### config.mk
export PLATFORM = sky130hd
export DESIGN_NAME = multicycle_ctrl
export DESIGN_NICKNAME = d
export VERILOG_FILES = /design/src/rtl/ctrl_pkg.sv /design/src/rtl/instr_decoder.sv /design/src/rtl/multicycle_ctrl.sv
export SDC_FILE = /design/constraint.sdc
export NUM_CORES = 1
export LEC_CHECK = 0
export ABC_AREA = 1
export BUFFER_PORTS_ARGS = -buffer_cell sky130_fd_sc_hd__buf_2
export CAP_MARGIN = 20
export CORE_UTILIZATION = 54
export DETAILED_ROUTE_END_ITERATION = 12
export PLACE_DENSITY_LB_ADDON = 0.08
export SYNTH_ARGS = -nofsm -noshare
export SYNTH_HDL_FRONTEND = slang
export SYNTH_SLANG_ARGS = --single-unit
### constraint.sdc
create_clock -name clk -period 1.7 [get_ports clk]
set_input_delay 0.085 -clock clk [delete_from_list [all_inputs] [get_ports clk]]
set_output_delay 0.085 -clock clk [all_outputs]
set_load 0.1 [all_outputs]
### src/rtl/ctrl_pkg.sv
// Shared types and encodings for the RV32I multicycle control slice.
package ctrl_pkg;

  typedef enum logic [2:0] {
    ST_IDLE   = 3'd0,
    ST_FETCH  = 3'd1,
    ST_DECODE = 3'd2,
    ST_EXEC   = 3'd3,
    ST_MEM    = 3'd4,
    ST_WB     = 3'd5,
    ST_HALT   = 3'd6,
    ST_FAULT  = 3'd7
  } state_t;

  localparam logic [6:0] OP_R      = 7'b0110011;
  localparam logic [6:0] OP_IMM    = 7'b0010011;
  localparam logic [6:0] OP_LOAD   = 7'b0000011;
  localparam logic [6:0] OP_STORE  = 7'b0100011;
  localparam logic [6:0] OP_BRANCH = 7'b1100011;
  localparam logic [6:0] OP_JAL    = 7'b1101111;
  localparam logic [6:0] OP_JALR   = 7'b1100111;
  localparam logic [6:0] OP_HALT   = 7'b0000000;

  localparam logic [1:0] WB_DM  = 2'b00;
  localparam logic [1:0] WB_ALU = 2'b01;
  localparam logic [1:0] WB_PC4 = 2'b10;

  localparam logic OP1_PC  = 1'b0;
  localparam logic OP1_RS1 = 1'b1;
  localparam logic OP2_RS2 = 1'b0;
  localparam logic OP2_IMM = 1'b1;

  typedef struct packed {
    logic       is_branch;
    logic       is_mem;
    logic       is_store;
    logic       is_jump;
    logic       rf_wr;
    logic       op1_sel;
    logic       op2_sel;
    logic [1:0] wb_sel;
    logic [2:0] alu_func3;
    logic       alu_subsra;
    logic [2:0] br_op;
    logic [2:0] func3;
  } ctl_t;

endpackage

### src/rtl/instr_decoder.sv
// Combinational opcode classifier producing per-instruction mux selects.
module instr_decoder
  import ctrl_pkg::*;
(
  input  logic [6:0] opcode,
  input  logic [2:0] func3,
  input  logic       bit30,
  output logic       legal,
  output logic       halt,
  output ctl_t       ctl
);

  always_comb begin
    legal         = 1'b1;
    halt          = 1'b0;
    ctl           = '0;
    ctl.func3     = func3;
    ctl.op1_sel   = OP1_RS1;
    ctl.op2_sel   = OP2_IMM;
    ctl.wb_sel    = WB_ALU;
    ctl.rf_wr     = 1'b1;
    case (opcode)
      OP_R: begin
        ctl.op2_sel    = OP2_RS2;
        ctl.alu_func3  = func3;
        ctl.alu_subsra = bit30;
      end
      OP_IMM: begin
        ctl.alu_func3  = func3;
        ctl.alu_subsra = (func3 == 3'b101) & bit30;
      end
      OP_LOAD: begin
        ctl.is_mem = 1'b1;
        ctl.wb_sel = WB_DM;
      end
      OP_STORE: begin
        ctl.is_mem   = 1'b1;
        ctl.is_store = 1'b1;
        ctl.rf_wr    = 1'b0;
      end
      OP_BRANCH: begin
        ctl.is_branch = 1'b1;
        ctl.op1_sel   = OP1_PC;
        ctl.br_op     = func3;
        ctl.rf_wr     = 1'b0;
      end
      OP_JAL: begin
        ctl.is_jump = 1'b1;
        ctl.op1_sel = OP1_PC;
        ctl.wb_sel  = WB_PC4;
      end
      OP_JALR: begin
        ctl.is_jump = 1'b1;
        ctl.wb_sel  = WB_PC4;
      end
      OP_HALT: halt  = 1'b1;
      default: legal = 1'b0;
    endcase
  end

endmodule

### src/rtl/multicycle_ctrl.sv
// Registered Moore sequencer for the multicycle RV32I datapath, with
// data-memory handshake timeout and cycle / retired-instruction counters.
module multicycle_ctrl
  import ctrl_pkg::*;
#(
  parameter int unsigned CNT_W      = 32,
  parameter int unsigned WAIT_LIMIT = 15
) (
  input  logic             clk,
  input  logic             reset,
  input  logic             run,
  input  logic [31:0]      instr,
  input  logic             branch_taken,
  input  logic             mem_ready,
  output logic             ir_we,
  output logic             pc_we,
  output logic             pc_sel,
  output logic [4:0]       rs1,
  output logic [4:0]       rs2,
  output logic [4:0]       rd,
  output logic             rf_we,
  output logic [2:0]       alu_func3,
  output logic             alu_subsra,
  output logic             op1_sel,
  output logic             op2_sel,
  output logic [1:0]       wb_sel,
  output logic [2:0]       br_op,
  output logic             mem_req,
  output logic             dm_we,
  output logic             halted,
  output logic             fault,
  output logic [CNT_W-1:0] cycle_cnt,
  output logic [CNT_W-1:0] instret_cnt
);

  localparam int unsigned WAIT_W = $clog2(WAIT_LIMIT + 1);

  state_t            state_q, state_d;
  ctl_t              ctl_live, ctl_q, ctl;
  logic              dec_legal, dec_halt;
  logic [WAIT_W-1:0] wait_q;
  logic              unused_instr;

  assign unused_instr = ^{instr[31], instr[29:25]};

  instr_decoder u_dec (
    .opcode (instr[6:0]),
    .func3  (instr[14:12]),
    .bit30  (instr[30]),
    .legal  (dec_legal),
    .halt   (dec_halt),
    .ctl    (ctl_live)
  );

  // Outputs are loaded on the edge entering their state, so the edge leaving
  // DECODE must see the live decode rather than the not-yet-captured copy.
  assign ctl = (state_q == ST_DECODE) ? ctl_live : ctl_q;

  always_comb begin
    state_d = state_q;
    case (state_q)
      ST_IDLE:   if (run) state_d = ST_FETCH;
      ST_FETCH:  state_d = ST_DECODE;
      ST_DECODE: begin
        if (dec_halt)        state_d = ST_HALT;
        else if (!dec_legal) state_d = ST_FAULT;
        else                 state_d = ST_EXEC;
      end
      ST_EXEC: begin
        if (ctl.is_branch)   state_d = run ? ST_FETCH : ST_IDLE;
        else if (ctl.is_mem) state_d = ST_MEM;
        else                 state_d = ST_WB;
      end
      ST_MEM: begin
        if (mem_ready)                              state_d = ST_WB;
        else if (wait_q == WAIT_W'(WAIT_LIMIT - 1)) state_d = ST_FAULT;
      end
      ST_WB:   state_d = run ? ST_FETCH : ST_IDLE;
      default: state_d = state_q;
    endcase
  end

  always_ff @(posedge clk or negedge reset) begin
    if (!reset) begin
      state_q     <= ST_IDLE;
      ctl_q       <= '0;
      rs1         <= '0;
      rs2         <= '0;
      rd          <= '0;
      wait_q      <= '0;
      cycle_cnt   <= '0;
      instret_cnt <= '0;
    end else begin
      state_q <= state_d;
      if (state_q == ST_DECODE) begin
        ctl_q <= ctl_live;
        rs1   <= instr[19:15];
        rs2   <= instr[24:20];
        rd    <= instr[11:7];
      end
      wait_q <= (state_q == ST_MEM && !mem_ready) ? wait_q + WAIT_W'(1) : '0;
      if (!(state_q inside {ST_IDLE, ST_HALT, ST_FAULT}))
        cycle_cnt <= cycle_cnt + CNT_W'(1);
      if ((state_q == ST_EXEC && ctl_q.is_branch) || state_q == ST_WB)
        instret_cnt <= instret_cnt + CNT_W'(1);
    end
  end

  always_ff @(posedge clk or negedge reset) begin
    if (!reset) begin
      ir_we      <= 1'b0;
      pc_we      <= 1'b0;
      pc_sel     <= 1'b0;
      rf_we      <= 1'b0;
      alu_func3  <= '0;
      alu_subsra <= 1'b0;
      op1_sel    <= 1'b0;
      op2_sel    <= 1'b0;
      wb_sel     <= '0;
      br_op      <= '0;
      mem_req    <= 1'b0;
      dm_we      <= 1'b0;
      halted     <= 1'b0;
      fault      <= 1'b0;
    end else begin
      ir_we      <= (state_d == ST_FETCH);
      pc_we      <= (state_d == ST_EXEC && ctl.is_branch) || (state_d == ST_WB);
      pc_sel     <= (state_d == ST_EXEC) ? (ctl.is_branch & branch_taken)
                                         : ((state_d == ST_WB) & ctl.is_jump);
      rf_we      <= (state_d == ST_WB) && ctl.rf_wr && (rd != 5'd0);
      alu_func3  <= (state_d == ST_EXEC) ? ctl.alu_func3 :
                    (state_d == ST_MEM)  ? ctl.func3 : 3'b000;
      alu_subsra <= (state_d == ST_EXEC) & ctl.alu_subsra;
      op1_sel    <= (state_d == ST_EXEC) & ctl.op1_sel;
      op2_sel    <= (state_d == ST_EXEC) & ctl.op2_sel;
      wb_sel     <= (state_d == ST_WB) ? ctl.wb_sel : WB_DM;
      br_op      <= (state_d == ST_EXEC) ? ctl.br_op : 3'b000;
      mem_req    <= (state_d == ST_MEM);
      dm_we      <= (state_d == ST_MEM) & ctl.is_store;
      halted     <= (state_d == ST_HALT);
      fault      <= (state_d == ST_FAULT);
    end
  end

endmodule

# Word level (Yosys, flattened, before mapping)
# Index checks and enable logic that the tools add are counted.
[classes]
add_sub_neg = 3
n_eq_ne = 22
n_mux = 28
n_bitwise = 7
n_reduce_logical = 17
[ops]
columns = ["op", "count"]
rows = [
  ["$add A32 B1 Y32 const B", 2],
  ["$mux W3", 10],
  ["$eq A3 B3 Y1 const B", 9],
  ["$eq A7 B7 Y1 const B", 3],
  ["$mux W19", 1],
  ["$pmux W3 S6", 1],
  ["$eq A7 B6 Y1 const B", 2],
  ["$mux W1", 12],
  ["$eq A3 B2 Y1 const B", 3],
  ["$pmux W4 S2", 1],
  ["$reduce_or A2 Y1", 4],
  ["$reduce_or A8 Y1", 1],
  ["$and A1 B1 Y1", 7],
  ["$eq A7 B2 Y1 const B", 1],
  ["$eq A7 B5 Y1 const B", 1],
  ["$logic_not A7 Y1", 1],
  ["$eq A3 B1 Y1 const B", 2],
  ["$logic_and A1 B1 Y1", 5],
  ["$reduce_bool A5 Y1", 1],
  ["$add A4 B1 Y4 const B", 1],
  ["$eq A4 B4 Y1 const B", 1],
  ["$mux W4", 1],
  ["$pmux W2 S2", 1],
  ["$logic_not A3 Y1", 1],
  ["other kinds (4)", 5],
]
[totals]
regBits = 124
input_bits = 37
output_inout_bits = 98

# Depth between registers and ports, before layout
[logic_depth]
ltp_word = 10
ltp_mapped = 13
depth_no_buf = 13

# Modules after synthesis
# Synthesis repeated with hierarchy kept, for this count alone.
[hier_totals]
cells_unflattened = 870
hier_area_um2 = 6553.8
[by_module_without_submodules]
columns = ["module", "n_inst", "cells_each", "area_each_um2", "seq_area_each_um2"]
rows = [
  ["multicycle_ctrl", 1, 819, 6241.0, 3103.0],
  ["instr_decoder", 1, 51, 312.8, 0.0],
]

# Worst setup path before layout
# OpenSTA, ideal clock, no wires.
[synth_timing]
path_type = "register to register"
startpoint = "register cycle_cnt[0]"
endpoint = "register cycle_cnt[28]"
setup_time_ns = 0.122
arrival_time_ns = 2.195
required_ns = 1.578
path_slack_ns = -0.617
stages_incl_launch_ff = 9
path_buffers = 0
synth_period_minus_slack_ns = 2.317
path_cell_list = "dfrtp_1 > ha_1 > nand3_1 > nor2_1 > nand4_2 > nor2_4 > nand2_2 > nor3_1 > nor2_1"
[synth_between]
elab_chain_len = 1
[synth_lines]
columns = ["item", "line", "rtl"]
rows = [
  ["start: declaration", "multicycle_ctrl.sv:32", "output logic [CNT_W-1:0] cycle_cnt,"],
  ["start signal: assignment", "multicycle_ctrl.sv:103", "cycle_cnt <= cycle_cnt + CNT_W'(1);"],
  ["$add A32 B1 Y32", "multicycle_ctrl.sv:103", ""],
]
# Every way passes these cells.
# A chain may end at the register's enable or synchronous reset.

# Final worst setup path
# Ends and elaborated chain as after synthesis.

==> impl_results.md <==
- Total of endpoints with negative setup slack in the final report: 0
- Yosys Warn Count: 0
- Kind of critical path: reg -> reg
- Launch point of the worst reg-to-reg path: cycle_cnt[0]
- Overall power after layout: approximately 6.6 mW
- Clock tree from TritonCTS: done
- Largest stage delay, worst path: 0.45 ns
- Remaining design rule violation count: 0
- DP Wirelength: around 11000 µm
- Synthesized-area fraction occupied by and/or/nand/nor cells: around 33%
- Max-cap violations: 0
- Most common cell after layout, fill and taps aside: nand2_1
- Category of the worst setup path launch point: register
- DIE WIDTH: 107.5 µm
- Hold Startpoint: instr[0]
- First-pass GRT wire length: 24840 µm
- Leakage power summed over all cells: between 3 and 4 nW
- Number of sinks handled by clock tree synthesis: 117
- Area growth from synthesis to layout: 33.49%
- Worst hold margin: 0.04251 ns
- Grt met2 use: a little under half
- Commonest cells after routing, fill and taps aside: 251 x nand2_1, 127 x buf_2, 77 x inv_1, 69 x nor2_1, 54 x dfrtp_1
- Final worst-path cycle share: a little over nine tenths
- Relative slew slack: 65.96%
- Arrival time of data at the critical path endpoint: 2.05 ns
- Die Area: 0.01155 mm²
- Met1 usage: roughly a third
- Number of global-route vias before repair: 5409
- Post-synthesis net count: 787
- Bufs on Longest Clock Path: 2
- Distinct cells, synth: 39
- Maximum clock rate: approximately 0.61 GHz
- Pwr dens: 824.1 mW/mm²
- Clock transition at the register clock pins on the worst setup and hold paths after CTS: 0.06 ns
- Worst slew pin tran: 0.5142 ns
- Worst clock skew: 0.008342 ns
- Cell-by-cell listing of the critical path: ha_4 -> nand3_2 -> nor2_2 -> nand4_2 -> nor2_4 -> nand2_2 -> nor3_1 -> nor2_1
- Global placement routability congestion: 0.9387
- Number of buffers created by CTS: 17
- Outcome: finished clean
- DP Area: approximately 0.0070 mm²
- Clock insertion delay at the later pin of the skew report: about 0.52 ns
- Layout Nets: 970
- Share of synthesized area occupied by flip-flops and latches: around 49%
- Row cnt: 38
- Maximum vdd ir drop: 548.6 µV
- Multiplexer fraction of the synthesized cell area: 0%
- Post-Place Setup Slack: approximately 0.019 ns
- Die extent in y: 107.5 µm
- Area fraction in compound gates after synthesis: 3.042%
- Vias: ~5600
- Worst Setup End Kind: register
- Global-route track usage on met3: roughly 6.8%
- Fin area: 0.008015 mm²
- Wire length per cell: 14.23 µm
- Post-Syn Area: 0.006005 mm²
- Ant diodes: 0
- Average vias per placed instance: 5.145
- CORE AREA: between 0.01 and 0.015 mm²
- Register bit total from synthesis: 117
- Largest net degree at the start of global routing: 55
- Buffers added on ports: about 130
- Number of fillers in the final layout: 822
- Critical-path top delay cell: dfrtp_4
- Clock root buffer: clkbuf_8
- Shortest clock period the worst path allows after layout: about 1.6 ns
- Min-delay worst type: in -> reg
- Synthesized-area fraction occupied by xor and xnor cells: 8.460%
- Number of routed nets with antenna violations: 0
- Setup repair after global routing missed its margin: true
- Post-layout worst setup margin: 0.05742 ns
- Effective utilization at floorplan: around 55%
- Combinational family with the most area after synthesis: simple AND/OR/NAND/NOR gates
- First element of the critical path: cycle_cnt[0]
- Initial drt markers: approximately 300
- Top-Level Pins: 135
- Worst-path maximum fanout: 6
- Total iterations of the first detailed-routing run: 5
- Initial antenna violation count: 0
- Data required time of the worst path: 2.10 ns
- Total routed wirelength: 15400 µm
- Post-Synth Adder-Cell Area: 0.8335%
- Clock H-tree levels: 4
- Post-synthesis instance total: between 700 and 800
- GRT busiest layer: met2
- Post-synthesis area per instance: slightly above 8 µm²
- Share of cells above drive strength 1: between 30% and 40%
- Combined global-route utilization of all metal layers: 27.76%
- Global route total overflow: 0
- Number of endpoints with negative hold slack in the final report: 0
- Number of max-slew violations in the final report: 0
-- layer usage --
layer	vias up	routed length (µm)
met1	2659	6668
met3	28	855
met5	-	0
met4	0	276
met2	193	7601
li1	2687	-
-- critical path, delay by kind of cell (launching register included) --
| family | cells | cell delay (ns) |
|---|---|---|
| adder cells (fa/ha/maj) | 1 | 0.14 |
| flip-flops | 1 | 0.45 |
| AND/OR/NAND/NOR | 7 | 0.93 |
-- state kept, by name (all words and copies together) (netlist names) --
register,flops
cycle_cnt,32
instret_cnt,32
ctl_q,12
rd,5
rs1,5
rs2,5
wait_q,4
alu_func3,3
br_op,3
state_q,3
wb_sel,2
alu_subsra,1
dm_we,1
fault,1
halted,1
ir_we,1
mem_req,1
op1_sel,1
op2_sel,1
pc_sel,1
pc_we,1
rf_we,1
-- logic make-up after synthesis --
logic type	Yosys count
fa+ha+maj	4
compound gates	31
flops	117
buf+inv	96
xor+xnor	58
simple gates	440
-- cells in the mapped netlist, drive strengths merged --
library cell	count	area [µm²]
nand4	13	87.58
xor2	41	359.1
nor4	3	18.77
o21ai	24	120.1
o21bai	1	7.510
nand2	262	1036
o22ai	1	20.02
nor2	87	397.9
inv	83	314.1
a21oi	3	18.77
and2	1	6.260
ha	4	50.05
and3	1	6.260
o41ai	1	8.760
buf	10	57.55
nand3b	2	15.01
xnor2	17	148.9
o211ai	1	7.510
clkbuf	3	11.26
nand3	35	185.2
nor3	33	181.4
or2	3	18.77
dfrtp	117	2928
-- report_power, final --
group          internal, mW  switching [mW]  total, mW
logic                0.0819           0.100      0.182
clock network          2.29            1.35       3.64
registers              2.78               0       2.78
-- path summary, 6_finish.rpt --
path | endpoint | slack (ns) | cells past startpoint
max | cycle_cnt[28] | 0.06 | 8
min | ctl_q[16] | 0.04 | 5
max reg2reg | cycle_cnt[28] | 0.06 | 8
min reg2reg | cycle_cnt[31] | 0.47 | 1
max in group asynchronous | cycle_cnt[29] | 0.89 | 3
min in group asynchronous | cycle_cnt[25] | 0.13 | 3
-- through the flow --
step                      setup TNS, ns  instances  util (%)
final                                 0       1082     73.94
after global routing            -0.2174       1082     73.94
after CTS                             0       1078     73.22
after detailed placement              0       1015     64.81
after global placement                0       1015     64.81
after floorplan                 -0.1437        746         -
-- final cells by class --
| type | instances | area (µm²) | area share [%] |
|---|---|---|---|
| Clock buffer | 18 | 427.9 | 5.339 |
| Multi-Input combinational cell | 534 | 2779 | 34.67 |
| Timing Repair Buffer | 176 | 1099 | 13.71 |
| Tap cell | 140 | 175.2 | 2.185 |
| Sequential cell | 117 | 3039 | 37.92 |
| Clock inverter | 14 | 176.4 | 2.201 |
| Inverter | 83 | 319.1 | 3.981 |
-- what timing repair did --
action | 4_1_cts | 5_1_grt
hold endpoints to repair | 155 | 0
hold buffers | 28 | 0
gates cloned | 0 | 1
pin swaps | 1 | 4
setup endpoints to repair | 4 | 34
buffers inserted | 3 | 4
gates resized for setup | 1 | 13
No activity file was read; power rests on OpenSTA's default activity.
